File: config.mk
export PLATFORM = sky130hd
export DESIGN_NAME = gb_oam_scan
export DESIGN_NICKNAME = d
export VERILOG_FILES = /design/src/rtl/gb_oam_scan.sv
export SDC_FILE = /design/constraint.sdc
export NUM_CORES = 1
export LEC_CHECK = 0
export ABC_AREA = 0
export CORE_UTILIZATION = 50
export CTS_CLUSTER_SIZE = 40
export DETAILED_ROUTE_END_ITERATION = 10
export PLACE_DENSITY_LB_ADDON = 0.05
export REMOVE_ABC_BUFFERS = 1
export SLEW_MARGIN = 10
export SYNTH_ARGS = -nofsm -noshare
export SYNTH_HDL_FRONTEND = slang
export SYNTH_SLANG_ARGS = --single-unit
File: constraint.sdc
create_clock -name clk -period 8.1 [get_ports clk]
set_clock_uncertainty 0.05 [all_clocks]
set_input_delay 2.025 -clock clk [delete_from_list [all_inputs] [get_ports clk]]
set_output_delay 2.025 -clock clk [all_outputs]
set_load 0.03 [all_outputs]
File: src/rtl/gb_oam_scan.sv
// PPU mode-2 object scanner: walks OAM entries 0..39 and keeps up to 10 that overlap LY.
// Object word layout: [7:0]=y, [15:8]=x, [23:16]=tile, [31:24]=attr. Optional macro: OAM_SCAN_DMA_BLOCK_EN.
module gb_oam_scan (
    input  logic        clk,
    input  logic        reset,
    input  logic        scan_start,
    input  logic [7:0]  ly_i,
    input  logic        obj_size_i,
    input  logic        dma_active_i,
    input  logic [31:0] obj_i,
    output logic [6:0]  index_ppu_o,
    output logic        scan_active,
    output logic        scan_done,
    output logic [3:0]  buf_count_o,
    input  logic [3:0]  buf_rd_idx_i,
    output logic [31:0] buf_obj_o,
    output logic [5:0]  buf_oam_idx_o,
    output logic [3:0]  buf_row_o
);

    typedef enum logic {IDLE, SCAN} state_t;

    state_t      state_q, state_d;
    logic        phase_q, phase_d;
    logic [5:0]  obj_cnt_q, obj_cnt_d;
    logic [3:0]  count_q, count_d;
    logic [7:0]  ly_q, ly_d;
    logic        size_q, size_d;
    logic        done_q, done_d;
    logic        wr_en;

    logic [31:0] obj_buf_q [10];
    logic [5:0]  idx_buf_q [10];
    logic [3:0]  row_buf_q [10];

    logic [8:0]  ly_off, y_ext, d, h;
    logic        hit;
    logic [3:0]  rd_sel;

    assign ly_off = {1'b0, ly_q} + 9'd16;
    assign y_ext  = {1'b0, obj_i[7:0]};
    assign d      = ly_off - y_ext;
    assign h      = size_q ? 9'd16 : 9'd8;

`ifdef OAM_SCAN_DMA_BLOCK_EN
    // OAM reads return FFh while DMA owns the bus, so nothing can match.
    assign hit = (ly_off >= y_ext) && (d < h) && !dma_active_i;
`else
    logic unused_dma;
    assign unused_dma = dma_active_i;
    assign hit = (ly_off >= y_ext) && (d < h);
`endif

    always_comb begin
        state_d   = state_q;
        phase_d   = phase_q;
        obj_cnt_d = obj_cnt_q;
        count_d   = count_q;
        ly_d      = ly_q;
        size_d    = size_q;
        done_d    = 1'b0;
        wr_en     = 1'b0;
        if (scan_start) begin
            // A start pulse always (re)begins a scan, even mid-scan.
            ly_d      = ly_i;
            size_d    = obj_size_i;
            obj_cnt_d = 6'd0;
            count_d   = 4'd0;
            phase_d   = 1'b0;
            state_d   = SCAN;
        end else if (state_q == SCAN) begin
            phase_d = ~phase_q;
            if (phase_q) begin
                if (hit && (count_q < 4'd10)) begin
                    wr_en   = 1'b1;
                    count_d = count_q + 4'd1;
                end
                if (obj_cnt_q == 6'd39) begin
                    state_d   = IDLE;
                    done_d    = 1'b1;
                    obj_cnt_d = 6'd0;
                    phase_d   = 1'b0;
                end else begin
                    obj_cnt_d = obj_cnt_q + 6'd1;
                end
            end
        end
    end

    always_ff @(posedge clk) begin
        if (reset) begin
            state_q   <= IDLE;
            phase_q   <= 1'b0;
            obj_cnt_q <= 6'd0;
            count_q   <= 4'd0;
            ly_q      <= 8'd0;
            size_q    <= 1'b0;
            done_q    <= 1'b0;
        end else begin
            state_q   <= state_d;
            phase_q   <= phase_d;
            obj_cnt_q <= obj_cnt_d;
            count_q   <= count_d;
            ly_q      <= ly_d;
            size_q    <= size_d;
            done_q    <= done_d;
        end
    end

    always_ff @(posedge clk) begin
        if (reset) begin
            for (int i = 0; i < 10; i++) begin
                obj_buf_q[i] <= 32'd0;
                idx_buf_q[i] <= 6'd0;
                row_buf_q[i] <= 4'd0;
            end
        end else if (wr_en) begin
            obj_buf_q[count_q] <= obj_i;
            idx_buf_q[count_q] <= obj_cnt_q;
            row_buf_q[count_q] <= d[3:0];
        end
    end

    assign rd_sel        = (buf_rd_idx_i > 4'd9) ? 4'd9 : buf_rd_idx_i;
    assign buf_obj_o     = obj_buf_q[rd_sel];
    assign buf_oam_idx_o = idx_buf_q[rd_sel];
    assign buf_row_o     = row_buf_q[rd_sel];

    assign index_ppu_o = (state_q == SCAN) ? {1'b0, obj_cnt_q} : 7'd0;
    assign scan_active = (state_q == SCAN);
    assign scan_done   = done_q;
    assign buf_count_o = count_q;

endmodule

==> results of run 1 <==
==> layout by cell type, fill, tap and decap left out, types with 3 or more instances in the layout <==
cell / synthesis / routed
buf_12: 0 / 7
xor2_1: 7 / 7
mux4_2: 70 / 70
nor3_1: 12 / 12
edfxtp_1: 420 / 420
nor2_1: 243 / 242
a31oi_1: 43 / 43
a311oi_1: 14 / 14
clkdlybuf4s50_1: 0 / 84
nand2b_1: 7 / 6
a21oi_1: 10 / 10
ha_1: 12 / 12
and2_1: 185 / 185
clkbuf_16: 0 / 48
clkbuf_1: 72 / 14
clkinv_1: 0 / 9
or3_1: 6 / 6
a211oi_1: 58 / 58
o21ai_0: 5 / 5
buf_4: 2 / 53
nor4_4: 3 / 3
nor2b_1: 50 / 49
o21bai_4: 0 / 6
nor4_1: 9 / 9
clkinv_2: 0 / 6
mux2i_1: 10 / 10
clkbuf_8: 0 / 5
nand3_1: 12 / 12
inv_1: 13 / 13
dfxtp_1: 22 / 22
nand2_1: 164 / 164
or2_2: 6 / 6
xnor2_1: 4 / 4
or4_1: 3 / 3
==> worst max-delay path, stage by stage <==
cell and delay [ns]:
buf_4 0.23, o21ai_0 0.60, nor2b_4 0.31, buf_4 0.21
buf_4 0.27, mux4_2 0.52, nor2b_1 0.14, a211oi_1 0.23
a31oi_1 0.09, clkdlybuf4s50_1 0.63
==> synthesized netlist by cell type, types with 2 or more instances <==
| cell type | instances | area share |
|---|---|---|
| and2_1 | 185 | 0.057 |
| nand2b_1 | 7 | 0.0022 |
| o21bai_1 | 6 | 0.0022 |
| nor2_1 | 243 | 0.045 |
| nor4_4 | 3 | 0.0032 |
| o21ai_0 | 5 | 0.0012 |
| mux2i_1 | 10 | 0.0050 |
| a311oi_1 | 14 | 0.0061 |
| mux4_2 | 70 | 0.078 |
| dfxtp_1 | 22 | 0.022 |
| nor4_1 | 9 | 0.0028 |
| a31oi_1 | 43 | 0.013 |
| xnor2_1 | 4 | 0.0017 |
| buf_4 | 2 | 0.00074 |
| buf_6 | 12 | 0.0067 |
| a211oi_1 | 58 | 0.022 |
| xor2_1 | 7 | 0.0030 |
| buf_1 | 6 | 0.0011 |
| or4_1 | 3 | 0.0011 |
| clkbuf_1 | 72 | 0.013 |
| nand3_1 | 12 | 0.0030 |
| nor2b_1 | 50 | 0.016 |
| buf_2 | 22 | 0.0055 |
| nor3_1 | 12 | 0.0030 |
| clkbuf_2 | 8 | 0.0020 |
| inv_1 | 13 | 0.0024 |
| or4b_1 | 2 | 0.00099 |
| ha_1 | 12 | 0.0074 |
| nand2_1 | 164 | 0.031 |
| or3_1 | 6 | 0.0019 |
| nand4_1 | 2 | 0.00062 |
| or2_2 | 6 | 0.0019 |
| a21oi_1 | 10 | 0.0025 |
| o31ai_1 | 2 | 0.00074 |
| edfxtp_1 | 420 | 0.63 |
==> per-stage QoR <==
| step | hold WS, ns | utilization | instance area [um2] | setup TNS (ns) | setup WS, ns |
|---|---|---|---|---|---|
| after floorplan | 0.410 | - | 19600 | -211.44 | -4.97 |
| after global placement | 0.429 | 0.547 | 21700 | 0 | 0.738 |
| after detailed placement | 0.444 | 0.547 | 21700 | 0 | 0.756 |
| after CTS | 0.458 | 0.584 | 23200 | 0 | 0.751 |
| after global routing | 0.488 | 0.584 | 23200 | 0 | 0.599 |
| final | 0.447 | 0.584 | 23200 | 0 | 0.750 |
==> worst min path at each step <==
stage	slack, ns	end	depth (start not counted)
global placement	0.43	ly_q[0]$_SDFFE_PP0P_	2
detailed placement	0.44	ly_q[0]$_SDFFE_PP0P_	2
floorplan	0.41	ly_q[0]$_SDFFE_PP0P_	2
global route	0.49	ly_q[2]$_SDFFE_PP0P_	2
CTS	0.46	ly_q[0]$_SDFFE_PP0P_	2
finish	0.45	ly_q[0]$_SDFFE_PP0P_	2
==> kinds of logic (layout without fill, tap and decap cells) <==
kind of cell / Yosys count / count (layout) / synth area share
DFF: 442 / 442 / 0.647
xor gates and xnor gates: 11 / 11 / 0.00478
buffers and inverters: 135 / 244 / 0.0318
AOI/OAI and AO/OA: 147 / 147 / 0.0516
other: 1 / 1 / 0.000186
adders and majority gates: 13 / 13 / 0.00844
muxes: 80 / 80 / 0.0832
and+or+nand+nor: 711 / 711 / 0.173
==> flip-flops by register name (all words and copies together), names as in the netlist <==
| name | count |
|---|---|
| scan_done | 1 |
| idx_buf_q | 60 |
| ly_q | 8 |
| size_q | 1 |
| phase_q | 1 |
| obj_buf_q | 320 |
| buf_count_o | 4 |
| row_buf_q | 40 |
| obj_cnt_q | 6 |
| scan_active | 1 |
==> routing by layer <==
metal,track usage,vias up
li1,-,5728
met1,0.371,6517
met2,0.418,496
met3,0.0343,85
met4,0.0849,0
met5,0,-
==> power by group through the flow <==
| stage | Sequential, W | Clock [W] | Combinational [W] |
|---|---|---|---|
| finish | 0.00261 | 0.00207 | 0.000469 |
| global placement | 0.00266 | 0 | 0.000470 |
| floorplan | 0.00265 | 0 | 0.000269 |
| global route | 0.00262 | 0.00218 | 0.000503 |
| detailed placement | 0.00266 | 0 | 0.000473 |
| CTS | 0.00261 | 0.00211 | 0.000474 |
==> final cells by class <==
type                            instances  area (um2)  area share
Timing Repair Buffer                  144        1380      0.0594
Sequential cell                       442       13100       0.563
Tap cell                              525         657      0.0283
Inverter                               13        48.8     0.00210
Clock inverter                         20         156     0.00674
Clock buffer                           67        1320      0.0570
Multi-Input combinational cell        963        6580       0.284
==> summary.txt, run 1 <==
Run status
  • Status: completed

Critical path
  • R2R cell count: 14
  • R2R setup slack: roughly 3.4 ns
  • Critical Path End: buf_obj_o[18]
  • Crit Reg-Reg Startpoint: ly_q[0]$_SDFFE_PP0P_
  • WP data arrival: 5.27 ns
  • Crit path kind: in -> out
  • Reg2reg end: obj_buf_q[8][24]$_SDFFCE_PN0P_
  • Worst EP required: 6.03 ns
  • Worst setup SP type: input pin
  • Crit-path max FO: 25
  • CP startpoint: buf_rd_idx_i[1]
  • Worst Setup End Kind: output port

Clock network
  • Hold-fix buffers at CTS: 0
  • Post-CTS Setup Bufs: 0
  • H-tree levels: 2
  • Clock sink count: 442
  • Cell at the root of the clock tree: clkbuf_16
  • Max Buffers Root-to-Sink: 3
  • Clk slew on worst S/H paths: 0.06 ns
  • Cts bufs inserted: 47
  • Post-cts resize count: 0
  • CTS tree: built
  • Skew-Pair Late Insertion Delay: 0.58 ns

Cells and area
  • Area Overhead vs Synth: 15.1%
  • Nets: 1,673
  • N_diodes: 0
  • Non-Filler Instances: 2,174
  • Fill cell count: 3,240
  • Fraction of final layout cells sized beyond drive strength 1: 0.131

Route
  • Pre-antenna DRT Iters: 5
  • Routed WL: 52,400 um
  • Routed metal-1 wire length: 22,800 um
  • Vias per cell: 5.90
  • Starting DRT DRC Count: 1,099
  • Routed via count: 12,800
  • Met2 wire len: 24,800 um
  • Top Metal Used: met4
  • DRC violations left: 0
  • Final ANT Viol Nets: 0
  • Met3 WL: 3700 um
  • WL/cell: 24.1 um

Global routing
  • Total track usage: 0.261
  • Largest net degree at the start of global routing: 58
  • Vias in the first global route: around 13,000
  • Total grt overflow: 0
  • Initial antenna violation count: 1
  • First-pass GRT wire length: slightly below 80,000 um

Synthesis
  • Top_reg_cell synth: edfxtp_1
  • Number of synthesized register bits: 442
  • Post-Syn Area: 20,200 um2
  • Async SR Flop Fraction: 0
  • Distinct cells, synth: 53
  • Number of synthesized flops with an enable pin: 420
  • Seq/Total Area, Yosys: 0.647
  • Ys Warns: 0
  • Syn Inst Count: between 1,500 and 2,000
  • Mean Syn Cell Area: 13.1 um2

Placed design
  • Buffers on Ports: 101
  • Final GP Congestion: 0.738
  • DPL Wire Length: between 20,000 and 30,000 um
  • Placed cells: ~2,100

Floorplan
  • Die height: 203 um
  • Die width: 203 um
  • Starting Density: 0.507
  • Top-Level Pins: 104
  • Core Box Area: slightly below 40,000 um2
  • Die area: 41,100 um2
  • # rows: 73

Worst hold path
  • Hold crit path type: reg -> reg
  • Hold path start: ly_q[0]$_SDFFE_PP0P_

Power
  • Net Sw Frac: 0.230
  • Internal: 0.00397 W
  • Psw: roughly 0.0012 W
  • Worst vdd ir: 0.127 mV
  • Power, Total: 0.00515 W
  • Pwr Density: approximately 220 nW/um2
  • Seq pwr share: 0.507
  • Lkg Pwr: 7.80 nW
  • Clock share of power: 0.402
  • Gate power share: 0.091

STA
  • Slew @ Worst Pin: 0.980 ns
  • Fin crit share: 0.907
  • Rel. slew slack: 0.345
  • Final Max Slew Viols: 0
  • RSZ-0062 raised after global routing: false
  • Clock period minus worst slack: 7.35 ns
  • # setup viols final: 0
  • Final hold vios: 0
  • FMAX: 0.136 GHz

Flow run
  • Max Cap Viol: 0
Note: power is estimated with default switching activity, not from simulation.
==> run 2: changes to the inputs <==
--- a/config.mk
+++ b/config.mk
@@ -9,7 +9,8 @@
 export CORE_UTILIZATION = 50
 export CTS_CLUSTER_SIZE = 40
 export DETAILED_ROUTE_END_ITERATION = 10
-export PLACE_DENSITY_LB_ADDON = 0.05
+export GPL_TIMING_DRIVEN = 0
+export PLACE_DENSITY = 0.66
 export REMOVE_ABC_BUFFERS = 1
 export SLEW_MARGIN = 10
 export SYNTH_ARGS = -nofsm -noshare
==> run 2 against run 1 <==
  * Power shrank 0.61%
  * Worst setup slack got worse by 0.32 ns
  * Sequential cell count is the same
  * Highest routed layer unchanged
  * Die area stayed put
  * Critical path type unchanged
  * Maximum frequency decreased by 4.2%
  * Sequential share of layout area is 1.4 points lower
  * Largest cell class unchanged
  * Sequential power hardly changed
  * Global-route usage is 0.90 points lower
  * First-iteration DRC count up 3.2%
  * Register-to-register slack got worse by 0.88 ns
  * Worst hold slack got worse by 0.0036 ns
  * Utilization grew 1.5 points
==> summary.txt, run 2 (synthesis results as in run 1) <==
Run status
  • Status: completed

Cells and area
  • Largest regs: obj_buf_q: 320 flops, idx_buf_q: 60 flops, row_buf_q: 40 flops
  • Core Util, Final: 0.599 (+0.0154)
  • Area Overhead vs Synth: 18.1%
  • Most frequent cells in the layout: edfxtp_1 (420), nor2_1 (242), and2_1 (185), nand2_1 (164), clkdlybuf4s50_1 (97)
  • Largest reg by FF count: obj_buf_q
  • Most common cell after layout, fill and taps aside: edfxtp_1
  • Largest register FFs: 320 (unchanged)
  • Fraction of final layout cells sized beyond drive strength 1: 0.128 (-0.00334)
  • Nets: 1,678 (+0.30%)
  • Fill cell count: 3,091 (-4.6%)

Critical path
  • Worst path cell trace: buf_6, buf_16, o21ai_0, nor2b_4, buf_16, buf_16, buf_16, mux4_2, a211oi_1, a31oi_1, clkdlybuf4s50_1
  • Crit path kind: in -> out
  • Crit-path max FO: 64 (+160%)
  • Slowest CP cell: clkdlybuf4s50_1
  • WP data arrival: 5.60 ns (+0.33 ns)
  • Worst Setup End Kind: output port
  • Worst EP required: 6.03 ns (about the same)
  • CP peak stage delay: 0.66 ns (+0.03 ns)
  • Most frequent CP cell: buf_16
  • Worst setup SP type: input pin

Placed design
  • Buffers on Ports: 101 (unchanged)
  • DPL Wire Length: 31,400 um (+13%)
  • Place WS: 0.0587 ns (-0.697 ns)
  • Final GP Congestion: 0.754 (+2.2%)

Route
  • WL/cell: 23.3 um (-3.3%)
  • Routed WL: 50,800 um (-3.1%)
  • Final ANT Viol Nets: 0 (unchanged)
  • Routed via count: 12,800 (-0.20%)
  • Vias per cell: 5.87 (-0.43%)
  • Pre-antenna DRT Iters: 5 (unchanged)
  • DRC violations left: 0 (unchanged)
  • Starting DRT DRC Count: 1,134 (+3.2%)

Clock network
  • Skew-Pair Late Insertion Delay: 0.56 ns (-0.02 ns)
  • Clock sink count: 442 (unchanged)
  • Hold-fix buffers at CTS: 0 (unchanged)
  • H-tree levels: 2 (unchanged)
  • CTS tree: built
  • Cts bufs inserted: 46 (-2.1%)
  • Max Buffers Root-to-Sink: 3 (unchanged)
  • Post-CTS Setup Bufs: 0 (unchanged)
  • Cell at the root of the clock tree: clkbuf_16
  • Post-cts resize count: 0 (unchanged)
  • Clk slew on worst S/H paths: 0.06 ns (about the same)

Global routing
  • Largest net degree at the start of global routing: 65 (+12%)
  • Initial antenna violation count: 2 (+1)
  • First-pass GRT wire length: 76,600 um (-2.5%)
  • Total track usage: 0.252 (-0.00900)
  • Vias in the first global route: 12,800 (-1.0%)
  • Total grt overflow: 0 (unchanged)

Floorplan
  • Die area: 41,100 um2 (unchanged)
  • Starting Density: 0.507 (unchanged)
  • Core Box Area: 39,700 um2 (unchanged)
  • Die width: 203 um (unchanged)
  • Die height: 203 um (unchanged)
  • Top-Level Pins: 104 (unchanged)
  • # rows: 73 (unchanged)

Power
  • Pwr Density: 215 nW/um2 (-3.2%)
  • Lkg Pwr: 8.02 nW (+2.8%)
  • Psw: 0.00117 W (-0.77%)
  • Internal: 0.00394 W (-0.56%)
  • Clock share of power: 0.394 (-0.008)
  • Net Sw Frac: 0.229 (-0.000368)
  • Worst vdd ir: 0.146 mV (+16%)
  • Seq pwr share: 0.510 (+0.003)
  • Gate power share: 0.096 (+0.005)

STA
  • FMAX: 0.130 GHz (-4.2%)
  • WHS: 0.444 ns (-0.00360 ns)
  • Fin crit share: 0.947 (+0.0399)
  • Slew @ Worst Pin: 1.05 ns (+0.0744 ns)
  • RSZ-0062 raised after global routing: false
  • Clock period minus worst slack: 7.67 ns (+0.323 ns)
  • PnR worst setup slack: 0.427 ns (-0.323 ns)
  • Rel. slew slack: 0.295 (-0.0502)
  • Final hold vios: 0 (unchanged)
  • Setup TNS: 0 ns (unchanged)
  • Final Max Slew Viols: 0 (unchanged)
  • # setup viols final: 0 (unchanged)

Flow run
  • Max Cap Viol: 0 (unchanged)

Worst hold path
  • Hold crit path type: reg -> reg
==> run 2: cell count changes in the layout (fill, tap and decap cells not counted), moves of 6 or more <==
cell and delta:
buf_8 +6, buf_4 -51, buf_6 +10, buf_12 +8, clkdlybuf4s50_1 +13, buf_16 +19
==> run 2: critical path: cells and delay by family <==
| kind | cells | cell delay, ns |
|---|---|---|
| buf+inv | 6 | 1.71 |
| compound gates | 3 | 0.79 |
| simple gates | 1 | 0.49 |
| mux | 1 | 0.50 |
==> run 2: stage by stage <==
| stage | instance area [um2] | instances | power, W |
|---|---|---|---|
| after floorplan | 19600 | 1418 | 0.00292 |
| after global placement | 21200 | 2044 | 0.00315 |
| after detailed placement | 22400 | 2093 | 0.00316 |
| after CTS | 23800 | 2178 | 0.00516 |
| after global routing | 23800 | 2179 | 0.00527 |
| final | 23800 | 2179 | 0.00512 |
==> run 2: final timing paths <==
check	endpoint	from	slack, ns	cells after the start
worst min-delay path	ly_q[0]$_SDFFE_PP0P_	ly_q[0]$_SDFFE_PP0P_	0.44	2
worst max register to register	obj_buf_q[8][5]$_SDFFCE_PN0P_	ly_q[0]$_SDFFE_PP0P_	2.55	17
worst max-delay path	buf_obj_o[19]	buf_rd_idx_i[1]	0.43	11
worst min register to register	ly_q[0]$_SDFFE_PP0P_	ly_q[0]$_SDFFE_PP0P_	0.44	2
==> run 2: layout make-up <==
type | instances | area (um2) | share of cell area
clock inverters | 25 | 208 | 0.00872
repair buffers | 150 | 2020 | 0.0847
multi-input cells | 963 | 6610 | 0.278
diodes | 1 | 2.50 | 0.000105
well taps | 525 | 657 | 0.0276
flip-flops and latches | 442 | 13100 | 0.548
clock buffers | 60 | 1210 | 0.0510
inverters | 13 | 48.8 | 0.00205
==> run 2: power by group through the flow <==
| stage | clock network, W | logic [W] | registers, W |
|---|---|---|---|
| final | 0.00201 | 0.000492 | 0.00261 |
| after global routing | 0.00212 | 0.000524 | 0.00262 |
| after CTS | 0.00205 | 0.000497 | 0.00261 |
| after detailed placement | 0 | 0.000496 | 0.00266 |
| after global placement | 0 | 0.000482 | 0.00267 |
| after floorplan | 0 | 0.000269 | 0.00265 |
==> run 2: routing by layer <==
layer	track usage	routed length [um]	share of wire
met4	0.0747	1210	0.024
met3	0.0490	4270	0.084
met5	0	0	0
met2	0.404	23900	0.47
met1	0.350	21400	0.42
==> run 3: changes to the inputs <==
--- a/config.mk
+++ b/config.mk
@@ -6,11 +6,14 @@
 export NUM_CORES = 1
 export LEC_CHECK = 0
 export ABC_AREA = 0
-export CORE_UTILIZATION = 50
+export CELL_PAD_IN_SITES_DETAIL_PLACEMENT = 1
+export CELL_PAD_IN_SITES_GLOBAL_PLACEMENT = 1
+export CORE_UTILIZATION = 48
 export CTS_CLUSTER_SIZE = 40
 export DETAILED_ROUTE_END_ITERATION = 10
 export GPL_TIMING_DRIVEN = 0
-export PLACE_DENSITY = 0.66
+export HOLD_SLACK_MARGIN = 0.02
+export PLACE_DENSITY = 0.75
 export REMOVE_ABC_BUFFERS = 1
 export SLEW_MARGIN = 10
 export SYNTH_ARGS = -nofsm -noshare
==> run 3 against run 2 <==
  * Die area is 4.1% higher
  * Largest power group unchanged
  * First-iteration DRC count is 20% lower
  * Via count is 2.5% higher
  * Combinational power is 3% higher
  * Critical path depth stayed put
  * Final area hardly changed
  * Maximum frequency is 0.15% higher
  * The flow now finishes with violations (DRC)
  * Global-route usage is 2.7 points higher
  * Worst setup slack better by 0.011 ns
  * Largest cell class unchanged
  * Critical path type unchanged
  * Non-clock buffer count is 1 higher
  * Power is 0.46% higher
  * Sequential cell count stayed put
==> summary.txt, run 3 (synthesis results as in run 1) <==
Clock network
  • CTS tree: built
  • Max Buffers Root-to-Sink: 3 (unchanged)
  • Skew-Pair Late Insertion Delay: 0.59 ns (+0.03 ns)
  • Cell at the root of the clock tree: clkbuf_16
  • Clk slew on worst S/H paths: 0.06 ns (about the same)
  • Cts bufs inserted: 48 (+4.3%)
  • H-tree levels: 2 (unchanged)
  • Clock sink count: 442 (unchanged)
  • Hold-fix buffers at CTS: 0 (unchanged)

Cells and area
  • Fraction of final layout cells sized beyond drive strength 1: 0.125 (-0.00310)
  • Fill cell count: 4,032 (+30%)
  • Non-Filler Instances: 2,188 (+0.41%)
  • Largest reg by FF count: obj_buf_q
  • Most common cell after layout, fill and taps aside: edfxtp_1
  • Nets: 1,681 (+0.18%)
  • Area Overhead vs Synth: 18.0% (about the same)
  • Largest regs: obj_buf_q: 320 flops, idx_buf_q: 60 flops, row_buf_q: 40 flops
  • Most frequent cells in the layout: edfxtp_1 (420), nor2_1 (242), and2_1 (185), nand2_1 (164), clkdlybuf4s50_1 (97)
  • Largest register FFs: 320 (unchanged)

STA
  • Slew @ Worst Pin: 1.05 ns (-0.00147 ns)
  • FMAX: 0.131 GHz (+0.15%)
  • Setup TNS: 0 ns (unchanged)
  • Rel. slew slack: 0.296 (+0.000986)
  • # setup viols final: 0 (unchanged)
  • Final hold vios: 0 (unchanged)
  • WHS: 0.455 ns (+0.0115 ns)
  • Clock period minus worst slack: 7.66 ns (-0.0111 ns)
  • RSZ-0062 raised after global routing: false
  • Fin crit share: 0.946 (-0.00137)
  • Final Max Slew Viols: 0 (unchanged)

Flow run
  • Max Cap Viol: 0 (unchanged)

Route
  • Final ANT Viol Nets: 0 (unchanged)
  • DRC violations left: 4 (+4)
  • Routed WL: 57,600 um (+14%)
  • Starting DRT DRC Count: 908 (-20%)
  • Pre-antenna DRT Iters: 10 (+5)
  • Routed via count: 13,100 (+2.5%)
  • WL/cell: 26.3 um (+13%)
  • Vias per cell: 6.00 (+2.1%)

Global routing
  • Largest net degree at the start of global routing: 64 (-1.5%)
  • First-pass GRT wire length: 86,000 um (+12%)
  • Total grt overflow: 0 (unchanged)
  • Total track usage: 0.279 (+0.0267)
  • Vias in the first global route: 14,100 (+9.7%)
  • Initial antenna violation count: 3 (+1)

Power
  • Lkg Pwr: 8.00 nW (-0.16%)
  • Pwr Density: 216 nW/um2 (+0.51%)
  • Worst vdd ir: 0.177 mV (+21%)
  • Power, Total: 0.00514 W (+0.46%)

Floorplan
  • Die width: 207 um (+2.0%)
  • Die height: 207 um (+2.0%)
  • Starting Density: 0.490 (-0.0170)
  • Die area: 42,800 um2 (+4.1%)
  • Core Box Area: 41,100 um2 (+3.5%)
  • Top-Level Pins: 104 (unchanged)
  • # rows: 74 (+1.4%)

Worst hold path
  • Hold path endpoint: ly_q[0]$_SDFFE_PP0P_
  • Hold crit path type: reg -> reg
  • Hold path start: ly_q[0]$_SDFFE_PP0P_
  • Hold depth: 2 (unchanged)

Critical path
  • Crit Reg-Reg Startpoint: ly_q[0]$_SDFFE_PP0P_
  • Worst EP required: 6.03 ns (about the same)
  • R2R setup slack: 2.53 ns (-0.02 ns)
  • WP data arrival: 5.59 ns (about the same)
  • Crit path kind: in -> out
  • Worst Setup End Kind: output port
  • R2R cell count: 17 (unchanged)
  • Crit-path max FO: 55 (-14%)
  • Worst setup SP type: input pin
  • Reg2reg end: obj_buf_q[8][16]$_SDFFCE_PN0P_

Run status
  • Status: finished with violations
  • Failing checks: DRC

Placed design
  • Final GP Congestion: 0.734 (-2.6%)
  • Buffers on Ports: 101 (unchanged)
  • Placed cells: 2,100 (+0.33%)
  • DPL Wire Length: 36,900 um (+18%)
[run 3: cell count changes in the layout (fill, tap and decap cells not counted), sizes merged]
cell | before | now
buf | 53 | 54
bufinv | 3 | 1
clkbuf | 60 | 64
diode | 1 | 2
inv | 15 | 13
[run 3: per-layer routing]
| metal | track usage | share of wire |
|---|---|---|
| met4 | 0.0886 | 0.029 |
| met3 | 0.0416 | 0.056 |
| met1 | 0.364 | 0.41 |
| met2 | 0.479 | 0.51 |
| met5 | 0 | 0.00021 |
[run 3: through the flow]
stage / setup WS [ns] / utilization / cell area (um2)
floorplan: -4.97 / - / 19600
global placement: -14.95 / 0.517 / 21200
detailed placement: -0.377 / 0.544 / 22400
CTS: 0.214 / 0.579 / 23800
global route: 0.316 / 0.579 / 23800
finish: 0.439 / 0.579 / 23800
[run 3: worst max path at each step]
stage	startpoint	endpoint	slack, ns	cells after the start
5_1_grt	buf_rd_idx_i[2]	buf_obj_o[12]	0.32	11
2_1_floorplan	buf_rd_idx_i[2]	buf_oam_idx_o[0]	-4.97	6
3_5_place_dp	buf_rd_idx_i[0]	buf_obj_o[4]	-0.38	9
3_3_place_gp	buf_rd_idx_i[1]	buf_obj_o[4]	-14.95	8
4_1_cts	buf_rd_idx_i[0]	buf_obj_o[27]	0.21	9
6_report	buf_rd_idx_i[2]	buf_obj_o[27]	0.44	11
[run 3: final cells by class]
| class | count | area, um2 | share of cell area |
|---|---|---|---|
| Antenna cell | 2 | 5.00 | 0.000210 |
| Clock buffer | 64 | 1290 | 0.0543 |
| Clock inverter | 21 | 113 | 0.00473 |
| Inverter | 13 | 48.8 | 0.00205 |
| Multi-Input combinational cell | 963 | 6610 | 0.278 |
| Sequential cell | 442 | 13100 | 0.549 |
| Tap cell | 532 | 666 | 0.0280 |
| Timing Repair Buffer | 151 | 2010 | 0.0845 |
[run 3: critical path, stage by stage]
cell and delay, ns:
buf_4 0.25, buf_16 0.28, o21ai_0 0.47, nor2b_4 0.29
buf_4 0.34, buf_12 0.24, mux4_2 0.52, nor2b_1 0.15
a211oi_1 0.25, a31oi_1 0.10, clkdlybuf4s50_1 0.62
[run 3: power breakdown]
group	internal (W)	switching (W)	total (W)
combinational	0.000206	0.000300	0.000506
clock	0.00114	0.000877	0.00202
sequential	0.00259	0.0000308	0.00262
total	0.00393	0.00121	0.00514
[run 3: what timing repair did]
action	in CTS	in global routing
buffers inserted	1	0
gates resized for setup	0	0
setup endpoints to repair	26	0
